[src/rtl/unidadcontrol_multiciclo.sv]
// -----------------------------------------------------------------------------
// unidadcontrol_multiciclo
//
// Multicycle control unit for the RISC-V core. A Moore FSM sequences
// fetch, decode, execute, memory and writeback over a single shared
// instruction/data memory that answers with mem_ready_i. A wait-state
// watchdog moves the FSM to FAULT when memory does not answer in time.
//
// Optional feature macro: BRANCH_EXT_EN
//   defined   : bne/blt/bge are decoded in BRANCH, and jalr is supported
//               through a JALR state followed by a link writeback.
//   undefined : only beq can be taken, alu_lt_i has no effect, and
//               jalr is treated as an illegal opcode.
//
// Parameters
//   ALU_CTRL_W     width of alu_control_o (>=3), 3-bit code zero-extended
//   IMM_SRC_W      width of imm_src_o (>=3), 3-bit code zero-extended
//   TIMEOUT_CYCLES consecutive unready cycles tolerated before FAULT (>=1)
//
// Ports
//   clk_i, rst_i         clock, asynchronous active-high reset
//   op_i, funct3_i,
//   funct7b5_i           instruction fields from the instruction register
//   zero_i, alu_lt_i     ALU flags used by conditional branches
//   mem_ready_i          memory access completes this cycle
//   pc_write_o           PC write enable
//   adr_src_o            memory address: 0 PC, 1 ALUOut
//   ir_write_o           IR / oldPC write enable
//   mem_write_o          memory write enable
//   reg_write_o          register file write enable
//   result_src_o         00 ALUOut, 01 read data, 10 ALU result
//   alu_src_a_o          00 PC, 01 oldPC, 10 rs1, 11 zero
//   alu_src_b_o          00 rs2, 01 immediate, 10 constant 4
//   imm_src_o            000 I, 001 S, 010 B, 011 J, 100 U
//   alu_control_o        000 add, 001 sub, 010 and, 011 or, 101 slt
//   fault_o              FSM is in FAULT
//   state_o              current state encoding (debug)
// -----------------------------------------------------------------------------
module unidadcontrol_multiciclo #(
  parameter int ALU_CTRL_W     = 3,
  parameter int IMM_SRC_W      = 3,
  parameter int TIMEOUT_CYCLES = 16
) (
  input  logic                  clk_i,
  input  logic                  rst_i,
  input  logic [6:0]            op_i,
  input  logic [2:0]            funct3_i,
  input  logic                  funct7b5_i,
  input  logic                  zero_i,
  input  logic                  alu_lt_i,
  input  logic                  mem_ready_i,
  output logic                  pc_write_o,
  output logic                  adr_src_o,
  output logic                  ir_write_o,
  output logic                  mem_write_o,
  output logic                  reg_write_o,
  output logic [1:0]            result_src_o,
  output logic [1:0]            alu_src_a_o,
  output logic [1:0]            alu_src_b_o,
  output logic [IMM_SRC_W-1:0]  imm_src_o,
  output logic [ALU_CTRL_W-1:0] alu_control_o,
  output logic                  fault_o,
  output logic [3:0]            state_o
);

`ifdef BRANCH_EXT_EN
  localparam logic BRANCH_EXT = 1'b1;
`else
  localparam logic BRANCH_EXT = 1'b0;
`endif

  // Opcodes handled by the decoder.
  localparam logic [6:0] OP_LOAD   = 7'b0000011;
  localparam logic [6:0] OP_STORE  = 7'b0100011;
  localparam logic [6:0] OP_RTYPE  = 7'b0110011;
  localparam logic [6:0] OP_ITYPE  = 7'b0010011;
  localparam logic [6:0] OP_BRANCH = 7'b1100011;
  localparam logic [6:0] OP_JAL    = 7'b1101111;
  localparam logic [6:0] OP_LUI    = 7'b0110111;
  localparam logic [6:0] OP_JALR   = 7'b1100111;

  // ALU operation codes.
  localparam logic [2:0] ALU_ADD = 3'b000;
  localparam logic [2:0] ALU_SUB = 3'b001;
  localparam logic [2:0] ALU_AND = 3'b010;
  localparam logic [2:0] ALU_OR  = 3'b011;
  localparam logic [2:0] ALU_SLT = 3'b101;

  // ALU decoder selector.
  localparam logic [1:0] ALUOP_ADD   = 2'b00;
  localparam logic [1:0] ALUOP_SUB   = 2'b01;
  localparam logic [1:0] ALUOP_FUNCT = 2'b10;

  // Datapath mux encodings.
  localparam logic [1:0] SRCA_PC    = 2'b00;
  localparam logic [1:0] SRCA_OLDPC = 2'b01;
  localparam logic [1:0] SRCA_RS1   = 2'b10;
  localparam logic [1:0] SRCA_ZERO  = 2'b11;
  localparam logic [1:0] SRCB_RS2   = 2'b00;
  localparam logic [1:0] SRCB_IMM   = 2'b01;
  localparam logic [1:0] SRCB_FOUR  = 2'b10;
  localparam logic [1:0] RES_ALUOUT = 2'b00;
  localparam logic [1:0] RES_DATA   = 2'b01;
  localparam logic [1:0] RES_ALU    = 2'b10;

  // The counter only has to hold TIMEOUT_CYCLES-1: the unready cycle that
  // would reach the limit moves the FSM to FAULT and clears the counter.
  localparam int CNT_W = (TIMEOUT_CYCLES > 1) ? $clog2(TIMEOUT_CYCLES) : 1;
  localparam logic [CNT_W-1:0] WAIT_LIMIT = CNT_W'(TIMEOUT_CYCLES - 1);

  typedef enum logic [3:0] {
    S_FETCH    = 4'd0,
    S_DECODE   = 4'd1,
    S_MEMADR   = 4'd2,
    S_MEMREAD  = 4'd3,
    S_MEMWB    = 4'd4,
    S_MEMWRITE = 4'd5,
    S_EXECUTER = 4'd6,
    S_EXECUTEI = 4'd7,
    S_ALUWB    = 4'd8,
    S_BRANCH   = 4'd9,
    S_JAL      = 4'd10,
    S_LUI      = 4'd11,
    S_JALR     = 4'd12,
    S_JALRWB   = 4'd13,
    S_FAULT    = 4'd15
  } state_t;

  state_t           state_r;
  state_t           next_state_s;
  logic [CNT_W-1:0] wait_cnt_r;
  logic             wait_state_s;
  logic             timeout_s;
  logic             branch_taken_s;
  logic [1:0]       aluop_s;
  logic [2:0]       alu_code_s;
  logic [2:0]       imm_code_s;
  logic             pc_write_s;
  logic             ir_write_s;
  logic             mem_write_s;
  logic             reg_write_s;
  logic             adr_src_s;
  logic [1:0]       result_src_s;
  logic [1:0]       alu_src_a_s;
  logic [1:0]       alu_src_b_s;

  // ALU decoder: fixed add/sub, or funct3 decode for R/I-type arithmetic.
  // funct3=000 is sub only for R-type (op[5]=1) with bit 30 set; addi
  // with bit 30 set stays an add.
  function automatic logic [2:0] alu_decode(input logic [1:0] aluop,
                                            input logic [2:0] funct3,
                                            input logic       op5,
                                            input logic       funct7b5);
    logic [2:0] code;
    case (aluop)
      ALUOP_ADD: code = ALU_ADD;
      ALUOP_SUB: code = ALU_SUB;
      ALUOP_FUNCT: begin
        case (funct3)
          3'b000:  code = (op5 && funct7b5) ? ALU_SUB : ALU_ADD;
          3'b010:  code = ALU_SLT;
          3'b110:  code = ALU_OR;
          3'b111:  code = ALU_AND;
          default: code = ALU_ADD;
        endcase
      end
      default: code = ALU_ADD;
    endcase
    return code;
  endfunction

  // Immediate format implied by the opcode.
  function automatic logic [2:0] imm_decode(input logic [6:0] op);
    logic [2:0] code;
    case (op)
      OP_STORE:  code = 3'b001;
      OP_BRANCH: code = 3'b010;
      OP_JAL:    code = 3'b011;
      OP_LUI:    code = 3'b100;
      default:   code = 3'b000;
    endcase
    return code;
  endfunction

  // Branch condition from funct3; only beq exists without the extension.
  always_comb begin
    branch_taken_s = 1'b0;
    case (funct3_i)
      3'b000:  branch_taken_s = zero_i;
      3'b001:  branch_taken_s = BRANCH_EXT & ~zero_i;
      3'b100:  branch_taken_s = BRANCH_EXT & alu_lt_i;
      3'b101:  branch_taken_s = BRANCH_EXT & ~alu_lt_i;
      default: branch_taken_s = 1'b0;
    endcase
  end

  // States that wait on the memory handshake and feed the watchdog.
  assign wait_state_s = (state_r == S_FETCH) || (state_r == S_MEMREAD) ||
                        (state_r == S_MEMWRITE);
  // Current unready cycle is the TIMEOUT_CYCLES-th consecutive one.
  assign timeout_s    = (wait_cnt_r == WAIT_LIMIT);

  // Next-state and Moore output decode, with the few ready/zero gated strobes.
  always_comb begin
    next_state_s = state_r;
    pc_write_s   = 1'b0;
    ir_write_s   = 1'b0;
    mem_write_s  = 1'b0;
    reg_write_s  = 1'b0;
    adr_src_s    = 1'b0;
    result_src_s = RES_ALUOUT;
    alu_src_a_s  = SRCA_PC;
    alu_src_b_s  = SRCB_RS2;
    aluop_s      = ALUOP_ADD;
    case (state_r)
      S_FETCH: begin
        alu_src_b_s  = SRCB_FOUR;
        result_src_s = RES_ALU;
        if (mem_ready_i) begin
          ir_write_s   = 1'b1;
          pc_write_s   = 1'b1;
          next_state_s = S_DECODE;
        end else if (timeout_s) begin
          next_state_s = S_FAULT;
        end else begin
          next_state_s = S_FETCH;
        end
      end
      S_DECODE: begin
        // Branch target oldPC+imm is computed here into ALUOut.
        alu_src_a_s = SRCA_OLDPC;
        alu_src_b_s = SRCB_IMM;
        case (op_i)
          OP_LOAD, OP_STORE: next_state_s = S_MEMADR;
          OP_RTYPE:          next_state_s = S_EXECUTER;
          OP_ITYPE:          next_state_s = S_EXECUTEI;
          OP_BRANCH:         next_state_s = S_BRANCH;
          OP_JAL:            next_state_s = S_JAL;
          OP_LUI:            next_state_s = S_LUI;
          OP_JALR:           next_state_s = BRANCH_EXT ? S_JALR : S_FAULT;
          default:           next_state_s = S_FAULT;
        endcase
      end
      S_MEMADR: begin
        alu_src_a_s = SRCA_RS1;
        alu_src_b_s = SRCB_IMM;
        if (op_i == OP_STORE) begin
          next_state_s = S_MEMWRITE;
        end else begin
          next_state_s = S_MEMREAD;
        end
      end
      S_MEMREAD: begin
        adr_src_s    = 1'b1;
        result_src_s = RES_ALUOUT;
        if (mem_ready_i) begin
          next_state_s = S_MEMWB;
        end else if (timeout_s) begin
          next_state_s = S_FAULT;
        end else begin
          next_state_s = S_MEMREAD;
        end
      end
      S_MEMWB: begin
        result_src_s = RES_DATA;
        reg_write_s  = 1'b1;
        next_state_s = S_FETCH;
      end
      S_MEMWRITE: begin
        // Write request is held until memory accepts it.
        adr_src_s   = 1'b1;
        mem_write_s = 1'b1;
        if (mem_ready_i) begin
          next_state_s = S_FETCH;
        end else if (timeout_s) begin
          next_state_s = S_FAULT;
        end else begin
          next_state_s = S_MEMWRITE;
        end
      end
      S_EXECUTER: begin
        alu_src_a_s  = SRCA_RS1;
        alu_src_b_s  = SRCB_RS2;
        aluop_s      = ALUOP_FUNCT;
        next_state_s = S_ALUWB;
      end
      S_EXECUTEI: begin
        alu_src_a_s  = SRCA_RS1;
        alu_src_b_s  = SRCB_IMM;
        aluop_s      = ALUOP_FUNCT;
        next_state_s = S_ALUWB;
      end
      S_ALUWB: begin
        result_src_s = RES_ALUOUT;
        reg_write_s  = 1'b1;
        next_state_s = S_FETCH;
      end
      S_BRANCH: begin
        // ALU compares rs1-rs2 while PC takes the target held in ALUOut.
        alu_src_a_s  = SRCA_RS1;
        alu_src_b_s  = SRCB_RS2;
        aluop_s      = ALUOP_SUB;
        result_src_s = RES_ALUOUT;
        pc_write_s   = branch_taken_s;
        next_state_s = S_FETCH;
      end
      S_JAL: begin
        // PC takes the target from ALUOut; ALU forms the link oldPC+4.
        alu_src_a_s  = SRCA_OLDPC;
        alu_src_b_s  = SRCB_FOUR;
        result_src_s = RES_ALUOUT;
        pc_write_s   = 1'b1;
        next_state_s = S_ALUWB;
      end
      S_LUI: begin
        alu_src_a_s  = SRCA_ZERO;
        alu_src_b_s  = SRCB_IMM;
        next_state_s = S_ALUWB;
      end
      S_JALR: begin
        // Target rs1+imm goes straight from the ALU into the PC.
        alu_src_a_s  = SRCA_RS1;
        alu_src_b_s  = SRCB_IMM;
        result_src_s = RES_ALU;
        pc_write_s   = 1'b1;
        next_state_s = S_JALRWB;
      end
      S_JALRWB: begin
        // ALUOut still holds the jump target, so the link oldPC+4 is
        // written from the live ALU result instead.
        alu_src_a_s  = SRCA_OLDPC;
        alu_src_b_s  = SRCB_FOUR;
        result_src_s = RES_ALU;
        reg_write_s  = 1'b1;
        next_state_s = S_FETCH;
      end
      S_FAULT: begin
        next_state_s = S_FAULT;
      end
      default: begin
        next_state_s = S_FAULT;
      end
    endcase
  end

  // State register.
  always_ff @(posedge clk_i or posedge rst_i) begin
    if (rst_i) begin
      state_r <= S_FETCH;
    end else begin
      state_r <= next_state_s;
    end
  end

  // Watchdog counter: consecutive unready cycles within the current state.
  always_ff @(posedge clk_i or posedge rst_i) begin
    if (rst_i) begin
      wait_cnt_r <= '0;
    end else if (next_state_s != state_r) begin
      wait_cnt_r <= '0;
    end else if (wait_state_s && !mem_ready_i) begin
      wait_cnt_r <= wait_cnt_r + CNT_W'(1);
    end else begin
      wait_cnt_r <= wait_cnt_r;
    end
  end

  assign alu_code_s = alu_decode(aluop_s, funct3_i, op_i[5], funct7b5_i);
  assign imm_code_s = imm_decode(op_i);

  // Strobes are masked by the reset itself so nothing is written while it
  // is asserted, even before the state register has settled.
  assign pc_write_o    = pc_write_s  & ~rst_i;
  assign ir_write_o    = ir_write_s  & ~rst_i;
  assign mem_write_o   = mem_write_s & ~rst_i;
  assign reg_write_o   = reg_write_s & ~rst_i;
  assign adr_src_o     = adr_src_s;
  assign result_src_o  = result_src_s;
  assign alu_src_a_o   = alu_src_a_s;
  assign alu_src_b_o   = alu_src_b_s;
  assign imm_src_o     = IMM_SRC_W'(imm_code_s);
  assign alu_control_o = ALU_CTRL_W'(alu_code_s);
  assign fault_o       = (state_r == S_FAULT);
  assign state_o       = state_r;

endmodule

[config.mk]
export PLATFORM = sky130hd
export DESIGN_NAME = unidadcontrol_multiciclo
export DESIGN_NICKNAME = d
export VERILOG_FILES = /design/src/rtl/unidadcontrol_multiciclo.sv
export SDC_FILE = /design/constraint.sdc
export NUM_CORES = 1
export LEC_CHECK = 0
export CAP_MARGIN = 20
export CORE_ASPECT_RATIO = 0.8
export CORE_MARGIN = 2
export CORE_UTILIZATION = 40
export CTS_BUF_LIST = sky130_fd_sc_hd__clkbuf_16
export DETAILED_ROUTE_END_ITERATION = 6
export GPL_TIMING_DRIVEN = 1
export PLACE_DENSITY = 0.72
export SKIP_CTS_REPAIR_TIMING = 1
export SKIP_LAST_GASP = 1
export SLEW_MARGIN = 30
export SYNTH_ARGS = -nofsm -noshare
export SYNTH_HDL_FRONTEND = slang
export SYNTH_SLANG_ARGS = --single-unit
[constraint.sdc]
create_clock -name clk_i -period 2.21 [get_ports clk_i]
set_input_delay 0.221 -clock clk_i [delete_from_list [all_inputs] [get_ports clk_i]]
set_output_delay 0.221 -clock clk_i [all_outputs]
set_load 0.03 [all_outputs]
==> results of run 1 <==
## stage by stage
stage                     TNS, ns  total power, mW
after floorplan           -0.0588             1.44
after global placement      -1.12             2.21
after detailed placement    -1.22             2.23
after CTS                  -0.880             2.54
after global routing       -0.294             2.82
final                      -0.233             2.66
## cell type report
| class | instances | area, um2 |
|---|---|---|
| Multi-Input combinational cell | 132 | 942 |
| Timing Repair Buffer | 79 | 674 |
| Fill cell | 183 | 549 |
| Sequential cell | 8 | 201 |
| Clock buffer | 3 | 75.1 |
| Tap cell | 36 | 45.0 |
| Inverter | 4 | 15.0 |
## registers in the layout, summed over array words and instances (netlist names)
name / flops
state_o: 4
wait_cnt_r: 4
## power groups by stage
stage               combinational (mW)  sequential [mW]  clock [mW]
floorplan                         1.16            0.277           0
detailed placement                1.99            0.243           0
finish                            2.12            0.243       0.303
global placement                  1.97            0.244           0
CTS                               2.00            0.242       0.304
global route                      2.26            0.246       0.317
## cells in the mapped netlist, types with 2 or more instances
cell type	number	area (um2)
inv_1	4	15.0
dfrtp_1	8	200
nor2_1	16	60.1
o32ai_1	2	17.5
xor2_1	4	35.0
ha_1	3	37.5
nand4b_1	7	61.3
nor2b_1	2	12.5
a221o_1	2	20.0
nor3_2	6	60.1
nand3_1	5	25.0
nor3_1	7	35.0
a31oi_1	2	12.5
xnor2_1	2	17.5
clkbuf_1	8	30.0
nand4_1	4	25.0
nand2b_1	4	25.0
nand2_1	20	75.1
a21oi_1	14	70.1
and3_1	2	12.5
o21ai_0	7	35.0
or2_1	2	12.5
## worst max path at each step
| stage | depth (start not counted) | endpoint | slack [ns] |
|---|---|---|---|
| floorplan | 6 | fault_o | -0.06 |
| global placement | 8 | fault_o | -0.34 |
| detailed placement | 8 | fault_o | -0.34 |
| CTS | 8 | fault_o | -0.37 |
| global route | 8 | fault_o | -0.28 |
| finish | 8 | fault_o | -0.23 |
## worst reg2reg max path: cells and delay by family, from the launching register on
| kind | cells | cell delay [ns] |
|---|---|---|
| AND/OR/NAND/NOR | 4 | 0.54 |
| AO/OA/AOI/OAI | 1 | 0.36 |
| multiplexers | 1 | 0.33 |
| buffers and inverters | 1 | 0.17 |
| flip-flops | 1 | 0.38 |
| adder cells (fa/ha/maj) | 1 | 0.20 |
## metal layers
| layer | vias to the layer above | wire, um |
|---|---|---|
| li1 | 717 | - |
| met3 | 2 | 311 |
| met1 | 703 | 1800 |
| met4 | 0 | 15 |
| met5 | - | 0 |
| met2 | 71 | 1890 |
## cell families (layout without fill, tap and decap cells)
kind of cell,count (synthesis),in the layout
compound gates,39,39
flops,8,8
simple gates,82,82
mux,2,2
buf+inv,14,86
fa+ha+maj,3,3
xor+xnor,6,6
## cell usage in the layout, fill, tap and decap left out, types with 2 or more instances in the layout
cell type        Yosys  routed
o21ai_1              1       2
a31oi_1              2       2
dfrtp_1              8       7
xnor2_1              2       2
ha_1                 3       2
nand2b_1             4       4
nor2_2               0       3
nand3_2              0       2
o21ai_0              7       6
dlymetal6s2s_1       0       4
nand4b_1             7       7
and3_1               2       2
nand2_1             20      20
a21oi_1             14      13
buf_4                0      53
xor2_1               4       4
clkdlybuf4s50_1      0      19
nor3_2               6       4
nand3_1              5       3
nor2_1              16      12
nor3_4               0       3
nor2b_1              2       2
nand4_1              4       4
inv_1                4       4
clkbuf_16            0       3
a221o_1              2       2
nor3_1               7       6
==> results.tsv, run 1 <==
metric	value	unit
cell_count_post_placement	257	
antenna-diode-count	0	
criticalPathCategory	flop to output pin	
synth.net_count	173	
critical_path.reg2reg.endpoint	wait_cnt_r[3]	
clock_slew_at_the_register_clock_pins_of_the_worst_setup_and_hold_paths	0.04	ns
detailed_place_hpwl	3040	um
clkLatencyLatePin	0.23	ns
synth_enable_flop_cells	0	
cts-root-buf	clkbuf_16	
switching_share	0.493	
grtUsageMet1	0.368	
ys_seq_area_frac	0.185	
clock_sinks	8	
drive_gt1_frac	0.372	
post_synth_xor_area_fraction	0.0486	
path_common_cell	nand3_2	
cp-startpoint	wait_cnt_r[1]	
critical_path.top_delay_family	simple AND/OR/NAND/NOR gates	
grt_pass1_wl	6640	um
postSynthCellCount	154	
synth_area_in_compound_gates	0.231	
reg2reg_depth	8	
synth_top_flop_cell	dfrtp_1	
rsz0062_at_grt	yes	
globalRouteTotalUtil	0.263	
combinationalPowerShare	0.795	
worstMarginPinSlew	0.386	ns
worst-path-max-fanout	3	
clkPwrFrac	0.114	
finalSetupViolCount	1	
post_synth_instance_area	1080	um2
main_combinational_cell_family_by_area_after_synthesis	simple AND/OR/NAND/NOR gates	
synth.area.mux_share	0.0231	
die_height	50.5	um
rr_startpoint	wait_cnt_r[1]	
fin_area	1950	um2
gr-max-usage-layer	met2	
syn_to_final_growth	80.7	%
hold_path.class	input port to async pin	
setup_slack	-0.233	ns
setup.worst_path.end_class	output pin	
cts_inserted_buffers	3	
dieArea	3140	um2
critical-path-slowest-cell	dfrtp_1	
htree_num_levels	1	
required	1.99	ns
fin_util	0.781	
boundaryPins	38	
drt_wl_total	4020	um
number_of_rows_created_at_floorplan	16	
antenna_violations_before_repair	0	
globalRouteMet2Util	0.440	
clockBufferDepth	2	
async_flop_share	1.00	
seq_power_share	0.091	
nNetsFinal	247	
grt_start_max_net_pins	22	
placement.io_buffers	36	
residual_overflow_from_global_routing	0	
static-leakage-power	0.895	nW
vdd_drop_max	0.939	mV
crit_path_start_kind	flop	
crit_chain	ha_2 > and4b_1 > nand3_2 > nand3_2 > a221o_1 > mux2_4 > nor3_4 > buf_6	
initialDrtViolationCount	117	
yosysUniqueCellTypes	45	
power_per_cell_area	1360	nW/um2
achievable-frequency	409	MHz
hold_ws	0.459	ns
timing.max_slew.rel_slack	0.742	
tritoncts	done	
finish.cell_count_without_fillers	262	
wl_cell	15.3	um
maxCapViolations	0	
drt-pass1-iter-count	4	
cp.arrival	2.22	ns
dpl_cell_area	1810	um2
vias_per_cell	5.70	
grtUsageMet3	0.0561	
power_internal	1.35	mW
final.setup_skew	0.00220	ns
critPathBufInv	1	
p_sw	1.31	mW
outcome	finished, violations left	
failing_checks	setup timing	
final-max-slew-violation-count	0	
drt_drc_violations_left	0	
via_count	1493	
finalWorstPathRequiredPeriod	2.44	ns
synthSimpleGateAreaFrac	0.427	
fin_hold_viols	0	
post-route-period-util	1.11	
synth-seq-cells	8	
regToRegSetupSlack	0.15	ns
number_of_global_route_vias_before_repair	1437	
drtAntennaViolNets	0	
place_congestion	0.888	
synth_fa_ha_area_frac	0.0347	
cp_slowest_stage_delay	0.38	ns
setup_slack_at_placement	-0.343	ns
yosys_warnings	0	
floorplan.initialDensity	0.432	
synth_area_per_cell	7.02	um2
horizontal_die_dimension	62.1	um
design.core.area	2500	um2
No activity file was read; power rests on OpenSTA's default activity.
==> run 2, diff against run 1 <==
--- a/config.mk
+++ b/config.mk
@@ -7,2 +7,3 @@
 export LEC_CHECK = 0
+export ABC_CLOCK_PERIOD_IN_PS = 2210
 export CAP_MARGIN = 20
==> constraint.sdc (replaced) <==
create_clock -name clk_i -period 2.21 [get_ports clk_i]
set_input_delay 0.3315 -clock clk_i [delete_from_list [all_inputs] [get_ports clk_i]]
set_output_delay 0.3315 -clock clk_i [all_outputs]
set_load 0.03 [all_outputs]
==> run 2 against run 1 <==
  * The flow still finishes with violations (setup timing)
  * Utilization up 2.9 points
  * Critical path depth unchanged
  * Non-clock buffer count up 10
  * Die area unchanged
  * Worst hold slack better by 0.10 ns
  * Fmax down 7.4%
  * Total power up 1.1%
  * Setup slack worse by 0.19 ns
  * Via count up 7.2%
  * Register-to-register slack worse by 0.11 ns
  * Sequential share of layout area down 0.30 points
  * Critical path type unchanged
  * Largest cell class unchanged
  * Largest power group unchanged
  * Highest routed layer unchanged
==> results.tsv, run 2 (same netlist as run 1, synthesis figures left out) <==
metric	value	unit
syn_to_final_growth	87.3	%
drt_wl_total	4430	um
achievable-frequency	379	MHz
horizontal_die_dimension	62.1	um
clock_sinks	8	
finalWorstPathRequiredPeriod	2.64	ns
seq_power_share	0.088	
power_per_cell_area	1330	nW/um2
place_congestion	0.875	
drt_drc_violations_left	0	
vdd_drop_max	1.23	mV
regToRegSetupSlack	0.04	ns
residual_overflow_from_global_routing	0	
maxCapViolations	0	
hold_ws	0.559	ns
grtUsageMet3	0.0628	
worst-path-max-fanout	3	
fin_area	2020	um2
boundaryPins	38	
layout.filler_cells	160	
power_internal	1.35	mW
drive_gt1_frac	0.418	
fin_util	0.809	
final.setup_skew	0.00157	ns
floorplan.initialDensity	0.432	
die_height	50.5	um
layout_common_cells	buf_4 (67), nand2_1 (19), nor2_1 (15)	
detailed_place_hpwl	3120	um
critical_path.reg2reg.endpoint	wait_cnt_r[0]	
gr-max-usage-layer	met2	
static-leakage-power	1.00	nW
rsz0062_at_grt	yes	
drt-pass1-iter-count	4	
tritoncts	done	
vias_per_cell	5.86	
cts-root-buf	clkbuf_16	
required	1.88	ns
dieArea	3140	um2
failing_checks	setup timing	
p_sw	1.34	mW
clkPwrFrac	0.119	
clkLatencyLatePin	0.24	ns
via_count	1600	
final_common_cell	buf_4	
nNetsFinal	257	
drtAntennaViolNets	0	
number_of_rows_created_at_floorplan	16	
final-max-slew-violation-count	0	
clock_slew_at_the_register_clock_pins_of_the_worst_setup_and_hold_paths	0.04	ns
combinationalPowerShare	0.793	
cp.arrival	2.31	ns
design.core.area	2500	um2
grtUsageMet1	0.353	
antenna_violations_before_repair	0	
globalRouteTotalUtil	0.273	
rr_startpoint	wait_cnt_r[0]	
reg2reg_depth	8	
initialDrtViolationCount	101	
crit_path_start_kind	flop	
cts_inserted_buffers	3	
setup_slack	-0.428	ns
globalRouteMet2Util	0.466	
clockBufferDepth	2	
timing.max_slew.rel_slack	0.764	
dpl_cell_area	1840	um2
number_of_global_route_vias_before_repair	1426	
post-route-period-util	1.19	
finish.cell_count_without_fillers	273	
setup.worst_path.end_class	output pin	
antenna-diode-count	0	
wl_cell	16.2	um
hold_path.class	input port to async pin	
worstMarginPinSlew	0.351	ns
cell_count_post_placement	263	
htree_num_levels	1	
fin_hold_viols	0	
outcome	finished, violations left	
finalSetupViolCount	1	
finalSetupTns	-0.428	ns
criticalPathCategory	flop to output pin	
grt_start_max_net_pins	18	
switching_share	0.497	
grt_pass1_wl	6740	um
placement.io_buffers	36	
==> run 2: cell types whose count changed in the layout (fill, tap and decap cells not counted), sizes merged <==
| cell | change |
|---|---|
| clkdlybuf4s50 | -8 |
| dlymetal6s2s | +5 |
| inv | +1 |
| buf | +13 |
==> run 2: layout make-up <==
type	instances	area, um2	share of cell area
Tap cell	36	45.0	0.0222
Timing Repair Buffer	89	742	0.367
Clock buffer	3	75.1	0.0371
Sequential cell	8	203	0.100
Clock inverter	1	3.75	0.00185
Inverter	4	15.0	0.00742
Multi-Input combinational cell	132	941	0.465
==> run 2: worst max-delay path by stage <==
stage                        startpoint      end  depth (start not counted)
after floorplan           wait_cnt_r[0]  fault_o                          8
after global placement          op_i[3]  fault_o                          8
after detailed placement        op_i[2]  fault_o                          8
after CTS                       op_i[2]  fault_o                          8
after global routing      wait_cnt_r[0]  fault_o                          8
final                     wait_cnt_r[0]  fault_o                          8
==> run 2: power groups by stage <==
stage	registers [mW]	logic, mW	clock network, mW
CTS	0.226	2.02	0.316
global placement	0.225	1.98	0
floorplan	0.281	1.16	0
global route	0.240	2.26	0.332
finish	0.237	2.13	0.320
detailed placement	0.231	2.01	0
==> run 2: per-layer routing <==
layer | part of all wire | vias to the layer above | routed length (um)
li1 | - | 737 | -
met1 | 0.42 | 751 | 1870
met2 | 0.47 | 88 | 2060
met3 | 0.077 | 24 | 341
met4 | 0.035 | 0 | 153
met5 | 0 | - | 0
==> run 2: worst max-delay path, cell delays in order, from the launching register on <==
cell and delay, ns:
dfrtp_1 0.39, ha_2 0.20, and4b_1 0.22, nand2_1 0.09
nand3_2 0.11, a221o_1 0.38, mux2_4 0.34, nor3_4 0.19
buf_6 0.15
==> run 2: metrics by stage <==
step,total power [mW],worst slack [ns]
after floorplan,1.44,-0.155
final,2.69,-0.428
after global placement,2.21,-0.548
after detailed placement,2.24,-0.605
after global routing,2.83,-0.475
after CTS,2.56,-0.609
